--- src/rtl/tlc_phase_arbiter.sv ---
// Intersection phase arbiter: highway holds by default, farm road and pedestrian
// requests are latched and granted round-robin with min/max green and clearance timing.
module tlc_phase_arbiter #(
  parameter int unsigned T_HWY_MIN  = 1500000000,
  parameter int unsigned T_YEL      = 150000000,
  parameter int unsigned T_ALLRED   = 50000000,
  parameter int unsigned T_FARM_MIN = 150000000,
  parameter int unsigned T_FARM_MAX = 750000000,
  parameter int unsigned T_WALK     = 750000000
) (
  input  logic       Clk,
  input  logic       Rst,
  input  logic       farmSensor,
  input  logic       pedButton,
  output logic [1:0] highwaySignal,
  output logic [1:0] farmSignal,
  output logic       walk,
  output logic [2:0] state,
  output logic       farmPending,
  output logic       pedPending
);

  typedef enum logic [2:0] {
    INIT   = 3'd0,
    HWY_G  = 3'd1,
    HWY_Y  = 3'd2,
    AR1    = 3'd3,
    FARM_G = 3'd4,
    FARM_Y = 3'd5,
    WALK   = 3'd6,
    AR2    = 3'd7
  } phase_t;

  localparam logic [30:0] HWY_LAST  = 31'(T_HWY_MIN - 1);
  localparam logic [30:0] YEL_LAST  = 31'(T_YEL - 1);
  localparam logic [30:0] AR_LAST   = 31'(T_ALLRED - 1);
  localparam logic [30:0] FMIN_LAST = 31'(T_FARM_MIN - 1);
  localparam logic [30:0] FMAX_LAST = 31'(T_FARM_MAX - 1);
  localparam logic [30:0] WALK_LAST = 31'(T_WALK - 1);

  phase_t      cur, nxt;
  logic [30:0] cnt;
  logic        lastSide;
  logic        grantFarm;

  // On a tie the side not served last wins; lastSide=1 means walk went last.
  assign grantFarm = ~pedPending | (farmPending & lastSide);

  always_comb begin
    nxt = cur;
    case (cur)
      INIT:   if (cnt == AR_LAST) nxt = HWY_G;
      HWY_G:  if (cnt >= HWY_LAST && (farmPending || pedPending)) nxt = HWY_Y;
      HWY_Y:  if (cnt == YEL_LAST) nxt = AR1;
      AR1:    if (cnt == AR_LAST) nxt = grantFarm ? FARM_G : WALK;
      FARM_G: if ((cnt >= FMIN_LAST && !farmSensor) || cnt == FMAX_LAST) nxt = FARM_Y;
      FARM_Y: if (cnt == YEL_LAST) nxt = AR2;
      WALK:   if (cnt == WALK_LAST) nxt = AR2;
      AR2:    if (cnt == AR_LAST) nxt = HWY_G;
      default: nxt = INIT;
    endcase
  end

  always_comb begin
    highwaySignal = 2'b00;
    farmSignal    = 2'b00;
    walk          = 1'b0;
    case (cur)
      HWY_G:  highwaySignal = 2'b11;
      HWY_Y:  highwaySignal = 2'b10;
      FARM_G: farmSignal    = 2'b11;
      FARM_Y: farmSignal    = 2'b10;
      WALK:   walk          = 1'b1;
      default: ;
    endcase
  end

  // Request latches clear on the edge that enters their phase, so clear beats set.
  always_ff @(posedge Clk) begin
    if (Rst) begin
      cur         <= INIT;
      cnt         <= '0;
      farmPending <= 1'b0;
      pedPending  <= 1'b0;
      lastSide    <= 1'b1;
    end else begin
      cur <= nxt;
      if (nxt != cur)
        cnt <= '0;
      else if (cur == HWY_G && cnt >= HWY_LAST)
        cnt <= cnt;
      else
        cnt <= cnt + 31'd1;

      if (nxt == FARM_G)
        farmPending <= 1'b0;
      else if (farmSensor && cur != FARM_G)
        farmPending <= 1'b1;

      if (nxt == WALK)
        pedPending <= 1'b0;
      else if (pedButton && cur != WALK)
        pedPending <= 1'b1;

      if (nxt == FARM_G && cur != FARM_G)
        lastSide <= 1'b0;
      else if (nxt == WALK && cur != WALK)
        lastSide <= 1'b1;
    end
  end

  assign state = cur;

endmodule

--- config.mk ---
export PLATFORM = sky130hd
export DESIGN_NAME = tlc_phase_arbiter
export DESIGN_NICKNAME = d
export VERILOG_FILES = /design/src/rtl/tlc_phase_arbiter.sv
export SDC_FILE = /design/constraint.sdc
export NUM_CORES = 1
export LEC_CHECK = 0
export ABC_CLOCK_PERIOD_IN_PS = 4700
export CORE_UTILIZATION = 35
export DETAILED_ROUTE_END_ITERATION = 10
export GPL_ROUTABILITY_DRIVEN = 0
export GPL_TIMING_DRIVEN = 1
export PLACE_DENSITY = 0.47
export SLEW_MARGIN = 10
export SYNTH_ARGS = -nofsm -noshare
export SYNTH_HDL_FRONTEND = slang
export SYNTH_SLANG_ARGS = --single-unit
--- constraint.sdc ---
create_clock -name Clk -period 4.7 [get_ports Clk]
set_input_delay 0.705 -clock Clk [delete_from_list [all_inputs] [get_ports Clk]]
set_output_delay 0.705 -clock Clk [all_outputs]
set_load 0.01 [all_outputs]
==> results.cfg, run 1 <==
[synth]
synth_edf_count = 0
synthAdderAreaFrac = 0.00486
syn_nets = 315
netlist_area_sq_mm = 0.00257
ys_warn_count = 0
synth_top_area_cell = dfxtp_1
synthCells = 310
synth_cell_type_count = 66
ys_seq_area_frac = 0.288
synth_common_cells = 37 x dfxtp_1, 35 x nor3_1, 20 x xnor2_1
yosys.area_share.simple = 0.327
syn_area_per_cell_sq_um = 8.30
synth_top_family_by_area = simple AND/OR/NAND/NOR gates
ys_ff_latch = 37
synth_top_area_share = 0.288
synthXorXnorAreaFrac = 0.0987
synthMuxAreaShare = 0.00827
yosysMostFrequentCell = dfxtp_1
synth_area_leaders = dfxtp_1 29%, nor3_1 6.8%, xnor2_1 6.8%
synth_compound_area_frac = 0.174
ys.flop_type = dfxtp_1
async_flop_share = 0

[cells_and_area]
fillers = 733
finalNonFillerCells = 401
syn2layout_area_growth_pct = 4.91
fin_util = 0.389
n_antenna_cell = 0
multi_input_area_sq_mm = 0.00158
final_area_sq_mm = 0.00270
final_nets = 310
layout-drive-gt1-share = 0.0951
layout.area.seq_sq_um = 741

[sta]
worst_slew_pin_slew_ns = 1.01
slew_viol_final = 0
fin_crit_ns = 3.11
layout_setup_ws_ns = 1.59
fin_skew_ns = 0.00344
hold_viol = 0
fmax_mhz = 322
rsz0062_at_grt = no
final-setup-viol-count = 0
min_period_over_period = 0.661
slew_headroom = 0.323
finalSetupTns_ns = 0

[worst_setup_path]
crit_path_cell_trace = ha_1 > and2_1 > nand3_1 > nor3_4 > a211oi_2 > o21ai_2 > or4_1 > a211oi_1
crit_buf_inv = 0
startpoint_type = register
startpoint = cnt[0]$_SDFFE_PP0N_
cpPeakStageDelay_ns = 0.84
worstReg2RegStart = cnt[0]$_SDFFE_PP0N_
worstPathMaxFanout = 12
critical_path_required_ns = 4.90
crit_family = compound AO/OA/AOI/OAI gates
path_class = register to register
cp.arrival_ns = 3.31
cp_slowest_cell = a211oi_2
crit_path_end_kind = register

[global_route]
track_usage = 0.187
grt_pass1_wl_um = 11200
grt_overflow = 0
grt_pass1_vias = 2212
antenna_found_initial = 0
grt_max_degree = 32

[floorplan]
fp-row-count = 30
die_h_um = 87.7
core-area_sq_mm = 0.00694
start_util = 0.370
boundaryPins = 14
die-area_sq_mm = 0.00770
die_w_um = 87.7

[clock_tree]
htreeDepth = 2
cts_resized = 0
clkSinkCount = 37
cts_buffer_depth = 2
cts_setup_buffers = 0
cts_tree = done
numCtsBuffers = 5
clkTransAtPathRegs_ns = 0.07
hold_buffers = 0
clockRootBuffer = clkbuf_8
insertion_delay_ns = 0.29

[route]
routed_wirelength_um = 6780
vias_per_cell = 5.82
topRoutingLayerUsed = met4
met2WireLength_um = 3220
drt_iter0_markers = 125
route.detailed.drc = 0
wl_met1_um = 3160
antenna_left = 0
drtPass1Iterations = 5
met3_length_um = 346
via_count = 2334
wire_per_inst_um = 16.9

[power_and_ir_drop]
ir_drop_uv = 138
powerDensity_mw_per_mm2 = 234
p_leak_uw = 0.000851

[place]
post-place-cells = 394
place_hpwl_um = 4760
post-place-ws_ns = 1.57
io_buffers = 13
placed_cell_area_sq_mm = 0.00261

[hold_path]
hold_path_class = register to register
min_from = lastSide$_SDFFE_PP1P_

[job]
cap_violations = 0

[status]
status = finished, final reports clean
## tightest hold or removal path, cell delays in order, from the launching register on
cell      delay (ns)
dfxtp_1         0.33
nor2_1          0.05
o21bai_1        0.10
## metrics by stage
stage	total power, uW	hold slack, ns
after global routing	659	0.531
after CTS	639	0.514
after global placement	414	0.494
after floorplan	390	0.469
after detailed placement	414	0.496
final	632	0.506
## layout make-up
class / count / area share
inverters: 8 / 0.0111
well taps: 96 / 0.0445
clock buffers: 7 / 0.0320
flip-flops and latches: 37 / 0.274
multi-input cells: 238 / 0.584
repair buffers: 15 / 0.0538
## state kept, by name, summed over array words and instances (netlist names)
register	flops
lastSide	1
pedPending	1
state	3
farmPending	1
cnt	31
## worst paths after layout
kind                            to  slack, ns  cells past startpoint
max           cnt[28]$_SDFFE_PP0N_       1.59                      8
min          lastSide$_SDFFE_PP1P_       0.51                      2
max reg2reg   cnt[28]$_SDFFE_PP0N_       1.59                      8
min reg2reg  lastSide$_SDFFE_PP1P_       0.51                      2
## cell families after synthesis
logic type,after synthesis
compound gates,64
fa+ha+maj,1
xor+xnor,29
mux,2
flops,37
buf+inv,35
simple gates,142
## where the power goes
part	leakage, uW	total, uW	internal [uW]	switching, uW
combinational	0.000507	75.6	28.4	47.2
clock	0.0000443	226	116	110
sequential	0.000299	331	320	10.1
total	0.000851	632	465	167
## layer usage
| layer | track usage | up-vias |
|---|---|---|
| met2 | 0.313 | 56 |
| met5 | 0 | - |
| met1 | 0.245 | 1122 |
| met3 | 0.0311 | 4 |
| met4 | 0.0566 | 0 |
| li1 | - | 1152 |
## layout by cell type (no fill, tap or decap), types with 3 or more instances in the layout
cell type and count:
and2_1 3, nor4b_1 3, clkbuf_8 6, and3_2 4
nand3_1 8, xor2_1 9, dfxtp_1 37, a211oi_1 6
o2111ai_1 5, clkdlybuf4s50_1 13, and4_1 5, nor4_1 5
xnor2_1 20, a21oi_1 19, or4_1 3, nor3_1 35
and3_1 5, nor2b_1 3, a211oi_2 3, o21ai_0 9
inv_1 7, nor2_1 13, nand4_1 18, nand2_1 18
a311oi_1 3
No activity file was read; power rests on OpenSTA's default activity.
==> run 2: changes to the inputs <==
--- a/config.mk
+++ b/config.mk
@@ -5,7 +5,7 @@
 export SDC_FILE = /design/constraint.sdc
 export NUM_CORES = 1
 export LEC_CHECK = 0
-export ABC_CLOCK_PERIOD_IN_PS = 4700
+export ABC_CLOCK_PERIOD_IN_PS = 2900
 export CORE_UTILIZATION = 35
 export DETAILED_ROUTE_END_ITERATION = 10
 export GPL_ROUTABILITY_DRIVEN = 0
==> constraint.sdc (replaced) <==
create_clock -name Clk -period 2.9 [get_ports Clk]
set_input_delay 0.435 -clock Clk [delete_from_list [all_inputs] [get_ports Clk]]
set_output_delay 0.435 -clock Clk [all_outputs]
set_load 0.01 [all_outputs]
==> results.cfg, run 2 (synthesized netlist as in run 1, its figures left out) <==
[cells_and_area]
layout.area.seq_sq_um = 741
fin_util = 0.422
largest_reg_flops = 31
multi_input_area_sq_mm = 0.00160
largest_register = cnt
final_common_cell = dfxtp_1
final_nets = 333
layout_common_cells = 37 x dfxtp_1, 35 x nor3_1, 22 x buf_4, 20 x xnor2_1, 19 x a21oi_1
syn2layout_area_growth_pct = 14.0
layout-drive-gt1-share = 0.162
fillers = 715
n_antenna_cell = 0

[worst_setup_path]
r2r_cells = 8
crit_path_cell_trace = or4b_1 > or4_4 > nor2_1 > a211o_2 > buf_12 > a21oi_1 > xnor2_1 > nor3_1
cp_slowest_cell = or4b_1
path_class = register to register
r2r_setup_slack_ns = 0.19
worstReg2RegStart = cnt[26]$_SDFFE_PP0N_
crit_path_end_kind = register
startpoint_type = register
worstPathMaxFanout = 10
startpoint = cnt[26]$_SDFFE_PP0N_
cp-endpoint = cnt[3]$_SDFFE_PP0N_
cpPeakStageDelay_ns = 0.59
critical_path_required_ns = 3.12
r2r_end = cnt[3]$_SDFFE_PP0N_
cp.arrival_ns = 2.92

[global_route]
grt_max_degree = 32
grt_pass1_wl_um = 12300
grt_pass1_vias = 2303
track_usage = 0.211
antenna_found_initial = 0
grt_overflow = 0

[power_and_ir_drop]
p_leak_uw = 0.00100
ir_drop_uv = 122
p_int_uw = 766
clkPwrFrac = 0.365
switching_share = 0.280
combPwrFrac = 0.131
p_seq_frac = 0.504
powerDensity_mw_per_mm2 = 363
power_uw = 1060
power_switching_uw = 298

[clock_tree]
clockRootBuffer = clkbuf_8
clkTransAtPathRegs_ns = 0.08
cts_buffer_depth = 2
clkSinkCount = 37
cts_setup_buffers = 0
cts_tree = done
insertion_delay_ns = 0.30
numCtsBuffers = 5
htreeDepth = 2

[floorplan]
die-area_sq_mm = 0.00770
start_util = 0.370
fp-row-count = 30
core-area_sq_mm = 0.00694
die_w_um = 87.7
die_h_um = 87.7
boundaryPins = 14

[sta]
fmax_mhz = 370
rsz0062_at_grt = no
finalSetupTns_ns = 0
min_period_over_period = 0.933
worst_slew_pin_slew_ns = 0.658
holdWs_ns = 0.514
hold_viol = 0
final-setup-viol-count = 0
slew_headroom = 0.560
slew_viol_final = 0
fin_skew_ns = 0.0101
fin_crit_ns = 2.71

[status]
status = finished, final reports clean

[route]
route.detailed.drc = 0
routed_wirelength_um = 7510
wire_per_inst_um = 17.7
drtPass1Iterations = 4
drt_iter0_markers = 137
antenna_left = 0
vias_per_cell = 5.76
via_count = 2443

[job]
cap_violations = 0

[place]
io_buffers = 13
place_hpwl_um = 5270

[hold_path]
hold_path_class = register to register
## run 2: worst min path at each step
stage	startpoint	to	slack (ns)	cells past startpoint
after CTS	lastSide$_SDFFE_PP1P_	lastSide$_SDFFE_PP1P_	0.51	2
after global routing	lastSide$_SDFFE_PP1P_	lastSide$_SDFFE_PP1P_	0.55	2
after global placement	lastSide$_SDFFE_PP1P_	lastSide$_SDFFE_PP1P_	0.49	2
final	lastSide$_SDFFE_PP1P_	lastSide$_SDFFE_PP1P_	0.51	2
after detailed placement	lastSide$_SDFFE_PP1P_	lastSide$_SDFFE_PP1P_	0.49	2
after floorplan	lastSide$_SDFFE_PP1P_	lastSide$_SDFFE_PP1P_	0.47	2
## run 2: power by group through the flow
stage / logic, uW / clock network, uW / registers (uW)
after floorplan: 88.6 / 0 / 543
after global placement: 139 / 0 / 547
after detailed placement: 138 / 0 / 548
after CTS: 139 / 401 / 535
after global routing: 154 / 419 / 538
final: 139 / 389 / 536
## run 2: final cells by class
type,count,share of cell area
clock buffers,7,0.0294
inverters,8,0.0102
flip-flops and latches,37,0.253
multi-input cells,238,0.545
repair buffers,38,0.121
well taps,96,0.0410
## run 2: per-stage QoR
stage	instance area (sq um)	setup slack, ns	cells
floorplan	2570	0.502	310
global placement	2820	0.150	417
detailed placement	2820	0.0820	417
CTS	2910	0.0847	424
global route	2930	0.00481	424
finish	2930	0.194	424
## run 2: metal layers
metal,share of wire,up-vias,track usage
li1,-,1197,-
met1,0.48,1185,0.288
met2,0.47,47,0.335
met3,0.038,14,0.0339
met4,0.020,0,0.0760
met5,0,-,0
## run 2: what timing repair did
| action | in CTS | in global routing |
|---|---|---|
| hold buffers | 0 | 0 |
| endpoints found under the setup margin | 0 | 31 |
| gates resized for setup | 0 | 3 |
## run 2: critical path: cells and delay by family (launching register included)
kind                   cells  cell delay [ns]
AND/OR/NAND/NOR            4             1.56
AO/OA/AOI/OAI              2             0.41
buffers and inverters      1             0.16
flip-flops                 1             0.37
XOR/XNOR                   1             0.12
